===== config.mk =====
export PLATFORM = sky130hd
export DESIGN_NAME = apb_master_bridge
export DESIGN_NICKNAME = d
export VERILOG_FILES = /design/src/rtl/apb_master_bridge.sv
export SDC_FILE = /design/constraint.sdc
export NUM_CORES = 1
export LEC_CHECK = 0
export ABC_AREA = 1
export ABC_CLOCK_PERIOD_IN_PS = 3900
export CAP_MARGIN = 30
export CORE_MARGIN = 2
export CORE_UTILIZATION = 42
export DETAILED_ROUTE_END_ITERATION = 8
export PLACE_DENSITY = 0.85
export SLEW_MARGIN = 25
export SYNTH_ARGS = -nofsm -noshare
export SYNTH_HDL_FRONTEND = slang
export SYNTH_SLANG_ARGS = --single-unit

===== constraint.sdc =====
create_clock -name PCLK -period 3.9 [get_ports PCLK]
set_input_delay 0.78 -clock PCLK [delete_from_list [all_inputs] [get_ports PCLK]]
set_output_delay 0.78 -clock PCLK [all_outputs]
set_load 0.02 [all_outputs]

===== src/rtl/apb_master_bridge.sv =====
// Bridges a valid/ready request/response interface onto an APB4 master port.
// Define APB_TIMEOUT_EN to abort transfers that wait more than TIMEOUT cycles.
module apb_master_bridge #(
    parameter int ADDR_WIDTH = 12,
    parameter int DATA_WIDTH = 32,
    parameter int TIMEOUT    = 16
) (
    input  logic                      PCLK,
    input  logic                      PRESET,
    input  logic                      req_valid,
    output logic                      req_ready,
    input  logic                      req_write,
    input  logic [ADDR_WIDTH-1:0]     req_addr,
    input  logic [DATA_WIDTH-1:0]     req_wdata,
    input  logic [DATA_WIDTH/8-1:0]   req_strb,
    output logic                      rsp_valid,
    input  logic                      rsp_ready,
    output logic [DATA_WIDTH-1:0]     rsp_rdata,
    output logic                      rsp_err,
    output logic                      PSEL,
    output logic                      PENABLE,
    output logic                      PWRITE,
    output logic [ADDR_WIDTH-1:0]     PADDR,
    output logic [DATA_WIDTH-1:0]     PWDATA,
    output logic [DATA_WIDTH/8-1:0]   PSTRB,
    input  logic                      PREADY,
    input  logic [DATA_WIDTH-1:0]     PRDATA,
    input  logic                      PSLVERR
);

    typedef enum logic [1:0] {IDLE, SETUP, ACCESS, RESP} state_e;

    state_e state_q;

`ifdef APB_TIMEOUT_EN
    localparam int CNT_WIDTH = $clog2(TIMEOUT + 1);
    localparam logic [CNT_WIDTH-1:0] CNT_LIMIT = CNT_WIDTH'(TIMEOUT);

    logic [CNT_WIDTH-1:0] waitCnt_q;
`else
    logic unusedTimeout;
    assign unusedTimeout = (TIMEOUT != 0);
`endif

    // Only unregistered output; held low while reset is asserted.
    assign req_ready = (state_q == IDLE) && !PRESET;

    always_ff @(posedge PCLK) begin
        if (PRESET) begin
            state_q   <= IDLE;
            PSEL      <= 1'b0;
            PENABLE   <= 1'b0;
            PWRITE    <= 1'b0;
            PADDR     <= '0;
            PWDATA    <= '0;
            PSTRB     <= '0;
            rsp_valid <= 1'b0;
            rsp_rdata <= '0;
            rsp_err   <= 1'b0;
`ifdef APB_TIMEOUT_EN
            waitCnt_q <= '0;
`endif
        end else begin
            case (state_q)
                IDLE: begin
                    if (req_valid) begin
                        PWRITE  <= req_write;
                        PADDR   <= req_addr;
                        PWDATA  <= req_write ? req_wdata : '0;
                        PSTRB   <= req_write ? req_strb : '0;
                        PSEL    <= 1'b1;
                        state_q <= SETUP;
                    end
                end
                SETUP: begin
                    PENABLE <= 1'b1;
                    state_q <= ACCESS;
`ifdef APB_TIMEOUT_EN
                    waitCnt_q <= '0;
`endif
                end
                ACCESS: begin
                    // Slave data is only trusted on the PSEL/PENABLE/PREADY completion beat.
                    if (PSEL && PENABLE && PREADY) begin
                        rsp_rdata <= PWRITE ? '0 : PRDATA;
                        rsp_err   <= PSLVERR;
                        rsp_valid <= 1'b1;
                        PSEL      <= 1'b0;
                        PENABLE   <= 1'b0;
                        state_q   <= RESP;
                    end
`ifdef APB_TIMEOUT_EN
                    else if (waitCnt_q == CNT_LIMIT) begin
                        rsp_rdata <= '0;
                        rsp_err   <= 1'b1;
                        rsp_valid <= 1'b1;
                        PSEL      <= 1'b0;
                        PENABLE   <= 1'b0;
                        state_q   <= RESP;
                    end else begin
                        waitCnt_q <= waitCnt_q + 1'b1;
                    end
`endif
                end
                RESP: begin
                    if (rsp_ready) begin
                        rsp_valid <= 1'b0;
                        state_q   <= IDLE;
                    end
                end
                default: state_q <= IDLE;
            endcase
        end
    end

endmodule


### Word-level counts from Yosys, hierarchy flattened

Cells that the tools add are included.

* eq/ne operators: 6
* reduce and logical (&&, ||, !) cells: 14
* muxes and demuxes: 14

Operators by type and width (number)
* 2-to-1 mux 32 bit: 2
* AND reduction 3 bit: 3
* case mux 2 bit (4 select lines): 1
* 2-to-1 mux 2 bit: 3
* inequality test 2 bit (second input constant): 3
* case mux 1 bit (2 select lines): 3
* AND reduction 2 bit: 3
* nonzero test 2 bit: 3
* == test 2 bit (second input constant): 2
* 2-to-1 mux 1 bit: 4
* 2-to-1 mux 4 bit: 1
* logical AND 1 bit: 3
* == test 2 x 1 -> 1 bit (second input constant): 1
* zero test 2 bit: 1
* zero test 1 bit: 1

* output and inout port bits: 86
* input bits: 87
* flip-flop bits (word level): 87
* word-level logic and storage cells: 44

### Longest topological paths before layout

Gate-level depths: netlist of run 1.

* depth in word-level cells: 4
* depth in mapped cells: 9

### Least setup slack after synthesis of run 1

No wires, ideal clock.

* path kind: in2out
* from: input PRESET
* to: output req_ready
* stages: 3
* setup slack: 1.682 ns
* path buffers: 2
* required time: 3.120 ns
* arrival time: 1.438 ns
* path through: buf_2 -> buf_1 -> nor2_1

* word-level cells in the longest chain between the ends: 2

RTL lines
* from (decl): RTL line 9 `input logic PRESET,`
* zero test 1 bit: RTL line 46 `assign req_ready = (state_q == IDLE) && !PRESET;`
* logical AND 1 bit: RTL line 46
* to (decl): RTL line 11 `output logic req_ready,`

Every way passes these cells.

### Worst setup path in the final report of run 1

* from: register state_q[0]
* to: output req_ready

* word-level cells in the longest chain between the ends: 2

RTL lines
* from (decl): RTL line 33 `state_e state_q;`
* from (signal assigned): RTL line 50 `state_q <= IDLE;`
* from (signal assigned): RTL line 72 `state_q <= SETUP;`
* from (signal assigned): RTL line 77 `state_q <= ACCESS;`
* zero test 2 bit: RTL line 46
* logical AND 1 bit: RTL line 46

Every way passes these cells.

==> metrics.md, run 1 <==
| Metric | Value |
|---|---|
| Run status | finished clean |
| Number of global-route vias before repair | 3198 |
| Sequential fraction of design power | 41.2% |
| Total track usage | 20.3% |
| Grt ovf | 0 |
| Final Util | 68.8% |
| Crit-path cells | inv_1 -> ha_1 -> inv_1 -> nor2_1 -> clkdlybuf4s50_1 |
| TritonCTS clock tree | done |
| Top Family by Delay on Critical Path | buffers and inverters |
| Slew headroom | 49.2% |
| Crit path DAT | 1.82 ns |
| Fmax | 384 MHz |
| Worst-path clk slew | 0.09 ns |
| Reg2reg setup slack | 1.96 ns |
| Crit path from | state_q[0]$_SDFFE_PP0P_ |
| Nets@finish | 689 |
| IO Count | 173 |
| Share of cells above drive strength 1 | 4.47% |
| Synth cell types | 20 |
| Clock share of power | 27.2% |
| Via count | 3359 |
| Core area | 7690 sq um |
| Critical path peak fanout | 5 |
| Worst reg2reg path depth | 8 |
| P&R area growth vs syn | 59.2% |
| Clk_lat worst skew | 0.34 ns |
| Post-synth top flop | dfxtp_1 |
| Post-synthesis average cell area | 7.58 sq um |
| Post-synth ARST share | 0% |
| Final wirelength | 9.00 mm |
| Routability Congestion | 0.789 |
| Setup WS post-layout | 1.30 ns |
| Die span in x | 92.9 microns |
| Reg2Reg Launch Point | state_q[0]$_SDFFE_PP0P_ |
| Levels on crit path | 5 |
| Mapped Cells | 438 |
| Post-synthesis net count | 528 |
| Critical path capture point | req_ready |
| Initial antenna violation count | 0 |
| Area leader, netlist | dfxtp_1 |
| Comb pwr share | 31.6% |
| PwrDens | 478 nW/um^2 |
| Final hold violation count | 0 |
| Synth Cell Area | 3320 sq um |
| Max cap viols | 0 |
| Flops & latches, synth | 87 |
| Worst hold slack | 0.466 ns |
| Initial Util | 43.2% |
| First-pass GRT wire length | 14.3 mm |
| Crit path capture type | output pin |
| CTS max path bufs | 2 |
| Largest cells by area after synthesis | dfxtp_1, nand2_1, o21ai_0 |
| Place WS | 1.08 ns |
| Final setup fails | 0 |
| Fin crit share | 66.8% |
| H-Tree Depth | 3 |
| CP Buf/Inv Count | 3 |
| Tot Pwr | 2.53 mW |
| Post-synthesis sequential area ratio | 52.4% |
| Drt first-iter violations | 128 |
| I/O Buffers | 172 |
| DR pass1 iterations | 5 |
| Sw frac | 32.8% |
| Fin cells | 706 |
| Top cell type's share of synthesized area | 52.4% |
| CP Launch Type | flop |
| CP dominant cell by count | inv_1 |
| Peak VDD IR | 261 uV |
| Num rows | 32 |
| Routed WL per cell | 12.7 microns |
| Ant diodes | 0 |
| Fin crit period | 2.60 ns |
| DR DRC count | 0 |
| Dpl cell area | 5040 sq um |
| Most common cell after layout, fill and taps aside | clkdlybuf4s50_1 |
| Setup bufs post-CTS | 0 |
| CTS Root Buffer Type | clkbuf_8 |
| Internal cell power | 1.70 mW |
| Yosys warns | 0 |
| Via density | 4.76 |
| Tightest Hold Check Type | flop to flop |
| CTS Sinks | 87 |
| Setup TNS | 0 ns |
| Worst-Margin Slew | 0.761 ns |
| HPWL after DPL | 6.41 mm |
| RSZ-0062 raised after global routing | false |
| Psw | 0.829 mW |
| Slew Viols, Final | 0 |
| Post-synth EDFFs | 0 |
| FF-to-FF End | PSEL$_SDFFE_PP0P_ |
| CTS Buf Count | 9 |
| Die area | 8640 sq um |
| Crit Path Category | flop to output pin |
| CTS resizes | 0 |
| Inst Count DP | 689 |
| Hold Buf Count CTS | 0 |
| Die height | 92.9 microns |
| Largest net degree at the start of global routing | 75 |
| Pleak | 2.07 nW |
| CP peak stage delay | 0.61 ns |
| CP max-delay cell | clkdlybuf4s50_1 |
| ANT nets after route | 0 |
| CP required | 3.12 ns |
| Final Skew | 0.0107 ns |
| Design area | 5290 sq um |
| Most frequent cells in the layout | clkdlybuf4s50_1, nand2_1, dfxtp_1 |
logic make-up after synthesis:
group	synth area share, %
adders and majority gates	1.13
DFF	52.4
AOI/OAI and AO/OA	17.8
and+or+nand+nor	18.9
buffers and inverters	9.76
cells in the mapped netlist, types with 2 or more instances:
cell and instances:
nand2_1 89, dfxtp_1 87, nor2_1 64, o21ai_0 63
inv_1 41, a21oi_1 40, o21ai_1 15, clkbuf_1 13
buf_6 6, buf_2 4, buf_4 3, ha_1 3
buf_1 2, nand3_1 2
state kept, by name, indices dropped and copies added (netlist names), 2 cells and up:
register / count
PWDATA: 32
rsp_rdata: 32
PADDR: 12
PSTRB: 4
state_q: 2
area by class of cell:
| class | count | area (sq um) |
|---|---|---|
| multi-input combinational | 281 | 1260 |
| clock buffer | 9 | 124 |
| inverter | 42 | 158 |
| tap | 102 | 128 |
| sequential | 87 | 1740 |
| timing repair buffer | 178 | 1780 |
| fill | 642 | 2400 |
| clock inverter | 7 | 95.1 |
how the worst min path moves through the flow:
stage          cells past startpoint                    start  slack, ns                      end
5_1_grt                            2  PWDATA[15]$_SDFFE_PP0P_       0.48  PWDATA[15]$_SDFFE_PP0P_
4_1_cts                            2  PWDATA[27]$_SDFFE_PP0P_       0.47  PWDATA[27]$_SDFFE_PP0P_
2_1_floorplan                      4  state_q[1]$_SDFFE_PP0P_       0.53  state_q[1]$_SDFFE_PP0P_
3_3_place_gp                       2  PWDATA[25]$_SDFFE_PP0P_       0.45  PWDATA[25]$_SDFFE_PP0P_
3_5_place_dp                       2    PSTRB[1]$_SDFFE_PP0P_       0.45    PSTRB[1]$_SDFFE_PP0P_
6_report                           2  PWDATA[27]$_SDFFE_PP0P_       0.47  PWDATA[27]$_SDFFE_PP0P_
metal layers:
| layer | share of wire, % | track usage [%] | up-vias | wire length [microns] |
|---|---|---|---|---|
| met5 | 0 | 0 | - | 0 |
| met4 | 2.8 | 8.46 | 0 | 255 |
| met3 | 7.5 | 6.02 | 20 | 679 |
| met2 | 49 | 34.7 | 115 | 4430 |
| met1 | 40 | 23.7 | 1514 | 3630 |
| li1 | - | - | 1710 | - |
worst min-delay path: cells and delay by family (launching register included):
family / cells / cell delay, ns
flip-flops: 1 / 0.31
AND/OR/NAND/NOR: 1 / 0.06
AO/OA/AOI/OAI: 1 / 0.05
power by group through the flow:
stage	combinational, mW	sequential (mW)	clock, mW
after floorplan	0.360	1.16	0
after global placement	0.783	1.06	0
after detailed placement	0.798	1.06	0
after CTS	0.805	1.04	0.704
after global routing	0.883	1.05	0.732
final	0.799	1.04	0.688
Power figures use the tool's default switching activity.
==> run 2: changes to the inputs <==
Settings changed: ABC_CLOCK_PERIOD_IN_PS 3900 to 2400, CORE_UTILIZATION 42 to 39, PLACE_DENSITY 0.85 to 0.79.
Clock period 3.9 ns to 2.4 ns, I/O delays scaled along.
==> run 2 against run 1 <==
First-iteration DRC count increased by 7.8%. Combinational power grew 64%. Via count fell by 1.9%. Cell area decreased by 0.35%. Register-to-register slack worse by 1.2 ns. Critical endpoint unchanged.
==> metrics.md, run 2 (synthesis results as in run 1) <==
| Metric | Value |
|---|---|
| Run status | finished clean (unchanged) |
| Reg2Reg Launch Point | state_q[0]$_SDFFE_PP0P_ (unchanged) |
| Via count | 3294 (was 3359) |
| Worst-path clk slew | 0.09 ns (about the same) |
| DR DRC count | 0 (unchanged) |
| Crit path capture type | output pin (unchanged) |
| Worst reg2reg path depth | 6 (was 8) |
| H-Tree Depth | 3 (unchanged) |
| Die height | 96.3 microns (was 92.9 microns) |
| Die area | 9270 sq um (was 8640 sq um) |
| Clk_lat worst skew | 0.34 ns (about the same) |
| Share of cells above drive strength 1 | 3.99% (was 4.47%) |
| CTS Buf Count | 9 (unchanged) |
| CP Launch Type | flop (unchanged) |
| RSZ-0062 raised after global routing | false (unchanged) |
| CTS max path bufs | 2 (unchanged) |
| Total track usage | 19.4% (was 20.3%) |
| Num rows | 33 (was 32) |
| Worst-Margin Slew | 0.783 ns (was 0.761 ns) |
| Final setup fails | 0 (unchanged) |
| Peak VDD IR | 357 uV (was 261 uV) |
| Ant diodes | 0 (unchanged) |
| Nets@finish | 688 (was 689) |
| Slew Viols, Final | 0 (unchanged) |
| TritonCTS clock tree | done (unchanged) |
| CTS Root Buffer Type | clkbuf_8 (unchanged) |
| Initial antenna violation count | 0 (unchanged) |
| Die span in x | 96.3 microns (was 92.9 microns) |
| Crit path DAT | 1.79 ns (was 1.82 ns) |
| Max cap viols | 0 (unchanged) |
| Met1 Use GR | 22.9% (was 23.7%) |
| Core area | 8220 sq um (was 7690 sq um) |
| Fmax | 440 MHz |
| Drt first-iter violations | 138 (was 128) |
| Most common cell after layout, fill and taps aside | clkdlybuf4s50_1 (unchanged) |
| Routability Congestion | 0.740 (was 0.789) |
| Hold path depth | 2 (unchanged) |
| CTS resizes | 0 (unchanged) |
| First-pass GRT wire length | 14.1 mm (was 14.3 mm) |
| Setup TNS | 0 ns (unchanged) |
| Most frequent cells in the layout | clkdlybuf4s50_1, nand2_1, dfxtp_1 (unchanged) |
| HPWL after DPL | 6.32 mm (was 6.41 mm) |
| ANT nets after route | 0 (unchanged) |
| Fin crit period | 2.27 ns |
| Pleak | 2.05 nW (was 2.07 nW) |
| P&R area growth vs syn | 58.6% (was 59.2%) |
| Reg2reg setup slack | 0.77 ns (was 1.96 ns) |
| Number of global-route vias before repair | 3078 (was 3198) |
| CTS Sinks | 87 (unchanged) |
| Final Skew | 0.0129 ns (was 0.0107 ns) |
| Met3 usage | 5.95% (was 6.02%) |
| Met2 Use GR | 33.0% (was 34.7%) |
| Largest net degree at the start of global routing | 75 (unchanged) |
| Gr busiest metal | met2 (unchanged) |
| FF-to-FF End | PWDATA[12]$_SDFFE_PP0P_ (was PSEL$_SDFFE_PP0P_) |
| Slew headroom | 47.8% (was 49.2%) |
| Tot Pwr | 4.09 mW (was 2.53 mW) |
| Via density | 4.66 (was 4.76) |
| Place WS | 0.441 ns (was 1.08 ns) |
| DR pass1 iterations | 4 (was 5) |
| PwrDens | 777 nW/um^2 (was 478 nW/um^2) |
| Crit Path Category | flop to output pin (unchanged) |
| Fin crit share | 94.7% |
| I/O Buffers | 172 (unchanged) |
| Min-delay src | PWDATA[24]$_SDFFE_PP0P_ (was PWDATA[27]$_SDFFE_PP0P_) |
| IO Count | 173 (unchanged) |
| CP required | 1.92 ns (was 3.12 ns) |
| Final wirelength | 9.08 mm (was 9.00 mm) |
| Min-Delay Endpoint | PWDATA[24]$_SDFFE_PP0P_ (was PWDATA[27]$_SDFFE_PP0P_) |
| Tightest Hold Check Type | flop to flop (unchanged) |
| Setup WS post-layout | 0.126 ns (was 1.30 ns) |
| Routed WL per cell | 12.8 microns (was 12.7 microns) |
| Regs by FF count | PWDATA: 32 flops, rsp_rdata: 32 flops, PADDR: 12 flops (unchanged) |
| Hold Buf Count CTS | 0 (unchanged) |
| Final hold violation count | 0 (unchanged) |
| Initial Util | 40.4% (was 43.2%) |
| Grt ovf | 0 (unchanged) |
| Setup bufs post-CTS | 0 (unchanged) |
| Critical path peak fanout | 5 (unchanged) |
==> run 2: cell count changes in the layout (fill, tap and decap cells not counted), sizes merged <==
| cell | change |
|---|---|
| inv | -2 |
| buf | -1 |
| clkbuf | +1 |
| clkinv | -1 |
| clkinvlp | +1 |
==> run 2: report_power, final <==
group / total (mW) / switching, mW / internal (mW)
sequential: 1.69 / 0.0862 / 1.60
combinational: 1.31 / 0.737 / 0.573
clock: 1.09 / 0.508 / 0.583
total: 4.09 / 1.33 / 2.76
==> run 2: final cells by class <==
class | instances | area (sq um)
multi-input combinational | 281 | 1260
timing repair buffer | 177 | 1770
clock buffer | 10 | 128
tap | 105 | 131
sequential | 87 | 1740
clock inverter | 5 | 83.8
inverter | 42 | 158
fill | 690 | 2950
==> run 2: worst max path at each step <==
stage	start	to	slack, ns	depth (start not counted)
3_5_place_dp	PRESET	PADDR[0]$_SDFFE_PP0P_	0.44	5
3_3_place_gp	PRESET	PADDR[7]$_SDFFE_PP0P_	0.48	5
5_1_grt	state_q[0]$_SDFFE_PP0P_	req_ready	0.009	5
6_report	state_q[0]$_SDFFE_PP0P_	req_ready	0.13	5
2_1_floorplan	PRESET	req_ready	0.78	3
4_1_cts	state_q[0]$_SDFFE_PP0P_	req_ready	0.1	5
==> run 2: critical path, cell delays in order (launching register included) <==
cell and delay, ns:
dfxtp_1 0.33, inv_1 0.10, ha_1 0.27, inv_1 0.06, nor2_1 0.09, clkdlybuf4s50_1 0.61
==> run 2: metal layers <==
metal / wire length, microns / vias up / share of wire [%]
met4: 172 / 0 / 1.9
met3: 612 / 16 / 6.7
met2: 4400 / 98 / 49
met1: 3890 / 1482 / 43
met5: 0 / - / 0
li1: - / 1698 / -
==> run 2: through the flow <==
stage	util, %	hold WS [ns]	area [sq um]	std cells
6_report	64.1	0.465	5270	707
5_1_grt	64.1	0.485	5270	707
4_1_cts	64.1	0.467	5270	707
3_5_place_dp	61.6	0.455	5060	692
3_3_place_gp	61.6	0.451	5060	692
2_1_floorplan	-	0.533	3320	438
==> run 3: changes to the inputs <==
Settings changed: CTS_BUF_LIST set to sky130_fd_sc_hd__clkbuf_16.
==> run 3 against run 2 <==
Combinational power about the same. Worst setup slack improved by 0.035 ns. Cell area increased by 1.9%. Worst hold slack got worse by 0.0028 ns. Register-to-register slack improved by 0.02 ns. Clock power increased by 34%. Sequential cell count unchanged. Sequential power about the same. First-iteration DRC count increased by 14%. Utilization increased by 1.2 points. Critical path type unchanged. Critical endpoint unchanged. Highest routed layer unchanged.
==> metrics.md, run 3 (synthesis results as in run 1) <==
| Metric | Value |
|---|---|
| Tot Pwr | 4.46 mW (was 4.09 mW) |
| Initial antenna violation count | 0 (unchanged) |
| RSZ-0062 raised after global routing | false (unchanged) |
| Place WS | 0.441 ns (unchanged) |
| CTS max path bufs | 2 (unchanged) |
| P&R area growth vs syn | 61.7% (was 58.6%) |
| I/O Buffers | 172 (unchanged) |
| CP max-delay cell | clkdlybuf4s50_1 (unchanged) |
| Pleak | 2.10 nW (was 2.05 nW) |
| Design area | 5370 sq um (was 5270 sq um) |
| Sequential fraction of design power | 38.0% (was 41.3%) |
| Worst-Margin Slew | 0.772 ns (was 0.783 ns) |
| Final hold violation count | 0 (unchanged) |
| H-Tree Depth | 3 (unchanged) |
| Slew headroom | 48.5% (was 47.8%) |
| Internal cell power | 3.08 mW (was 2.76 mW) |
| Clock share of power | 32.7% (was 26.7%) |
| Fin crit share | 93.3% (was 94.7%) |
| TritonCTS clock tree | done (unchanged) |
| Worst hold slack | 0.462 ns (was 0.465 ns) |
| Most frequent cells in the layout | clkdlybuf4s50_1, nand2_1, dfxtp_1 (unchanged) |
| Number of global-route vias before repair | 3112 (was 3078) |
| First-pass GRT wire length | 14.3 mm (was 14.1 mm) |
| Crit-path cells | inv_1 -> ha_1 -> inv_1 -> nor2_1 -> clkdlybuf4s50_1 (unchanged) |
| Inst Count DP | 692 (unchanged) |
| Num rows | 33 (unchanged) |
| Fmax | 447 MHz (was 440 MHz) |
| CP required | 1.92 ns (about the same) |
| Via count | 3303 (was 3294) |
| CP Launch Type | flop (unchanged) |
| ANT nets after route | 0 (unchanged) |
| Dpl cell area | 5060 sq um (unchanged) |
| Ant diodes | 0 (unchanged) |
| Final Util | 65.4% (was 64.1%) |
| Crit path DAT | 1.76 ns (was 1.79 ns) |
| Share of cells above drive strength 1 | 3.99% (unchanged) |
| Final Skew | 0.00796 ns (was 0.0129 ns) |
| CP dominant cell by count | inv_1 (unchanged) |
| Fin cells | 707 (unchanged) |
| Clk_lat worst skew | 0.33 ns (was 0.34 ns) |
| Setup bufs post-CTS | 0 (unchanged) |
| Hold Buf Count CTS | 0 (unchanged) |
| Worst-path clk slew | 0.07 ns (was 0.09 ns) |
| Final wirelength | 9.16 mm (was 9.08 mm) |
| Comb pwr share | 29.4% (was 32.0%) |
| Register area | 1740 sq um (unchanged) |
| Routability Congestion | 0.740 (unchanged) |
| PwrDens | 830 nW/um^2 (was 777 nW/um^2) |
| Nets@finish | 688 (unchanged) |
| Psw | 1.37 mW (was 1.33 mW) |
| HPWL after DPL | 6.32 mm (unchanged) |
| Routed WL per cell | 12.9 microns (was 12.8 microns) |
| Via density | 4.67 (was 4.66) |
| CTS resizes | 0 (unchanged) |
| Setup WS post-layout | 0.162 ns (was 0.126 ns) |
| DR DRC count | 0 (unchanged) |
| Max cap viols | 0 (unchanged) |
| Tightest Hold Check Type | flop to flop (unchanged) |
| Final setup fails | 0 (unchanged) |
| IO Count | 173 (unchanged) |
| Critical path peak fanout | 5 (unchanged) |
| Crit path capture type | output pin (unchanged) |
| Largest net degree at the start of global routing | 75 (unchanged) |
| Fillers | 681 (was 690) |
| Slew Viols, Final | 0 (unchanged) |
| CTS Buf Count | 9 (unchanged) |
| Multi-input logic area | 1260 sq um (unchanged) |
| Peak VDD IR | 445 uV (was 357 uV) |
| Run status | finished clean (unchanged) |
| CTS Sinks | 87 (unchanged) |
| Crit Path Category | flop to output pin (unchanged) |
| Die span in x | 96.3 microns (unchanged) |
| Most common cell after layout, fill and taps aside | clkdlybuf4s50_1 (unchanged) |
| Regs by FF count | PWDATA: 32 flops, rsp_rdata: 32 flops, PADDR: 12 flops (unchanged) |
| Core area | 8220 sq um (unchanged) |
| DR pass1 iterations | 4 (unchanged) |
| CP peak stage delay | 0.61 ns (about the same) |
| Sw frac | 30.8% (was 32.5%) |
| Fin crit period | 2.24 ns (was 2.27 ns) |
| Drt first-iter violations | 157 (was 138) |
| Die height | 96.3 microns (unchanged) |
| Setup TNS | 0 ns (unchanged) |
| Grt ovf | 0 (unchanged) |
| Die area | 9270 sq um (unchanged) |
| CTS Root Buffer Type | clkbuf_16 (was clkbuf_8) |
| Total track usage | 19.8% (was 19.4%) |
| Initial Util | 40.4% (unchanged) |
[run 3: cell count changes in the layout (fill, tap and decap cells not counted), sizes merged]
cell	before	now
clkbuf	10	9
inv	42	43
[run 3: path summary, 6_finish.rpt]
path,start,endpoint,slack [ns],cells after the start
max reg2reg,state_q[0]$_SDFFE_PP0P_,PSTRB[2]$_SDFFE_PP0P_,0.79,6
min reg2reg,PWDATA[24]$_SDFFE_PP0P_,PWDATA[24]$_SDFFE_PP0P_,0.46,2
min,PWDATA[24]$_SDFFE_PP0P_,PWDATA[24]$_SDFFE_PP0P_,0.46,2
max,state_q[0]$_SDFFE_PP0P_,req_ready,0.16,5
[run 3: per-layer routing]
metal  up-vias  wire (microns)  GRT usage, %
met3        14             631          6.73
met5         -               0             0
met1      1490            3770          23.0
li1       1699               -             -
met4         0             139          7.51
met2       100            4610          33.5
[run 3: layout make-up]
| type | instances | share of cell area [%] |
|---|---|---|
| clock buffer | 9 | 4.19 |
| sequential | 87 | 32.4 |
| multi-input combinational | 281 | 23.5 |
| inverter | 42 | 2.94 |
| clock inverter | 6 | 1.63 |
| tap | 105 | 2.45 |
| timing repair buffer | 177 | 32.9 |
[run 3: power by group through the flow]
| stage | clock, mW | combinational, mW | sequential (mW) |
|---|---|---|---|
| after floorplan | 0 | 0.586 | 1.89 |
| after global placement | 0 | 1.29 | 1.72 |
| after detailed placement | 0 | 1.31 | 1.72 |
| after CTS | 1.49 | 1.32 | 1.69 |
| after global routing | 1.57 | 1.44 | 1.71 |
| final | 1.46 | 1.31 | 1.69 |
[run 3: worst max-delay path: cells and delay by family, from the launching register on]
kind	cells	cell delay, ns
buf+inv	3	0.76
flops	1	0.32
fa+ha+maj	1	0.26
simple gates	1	0.09
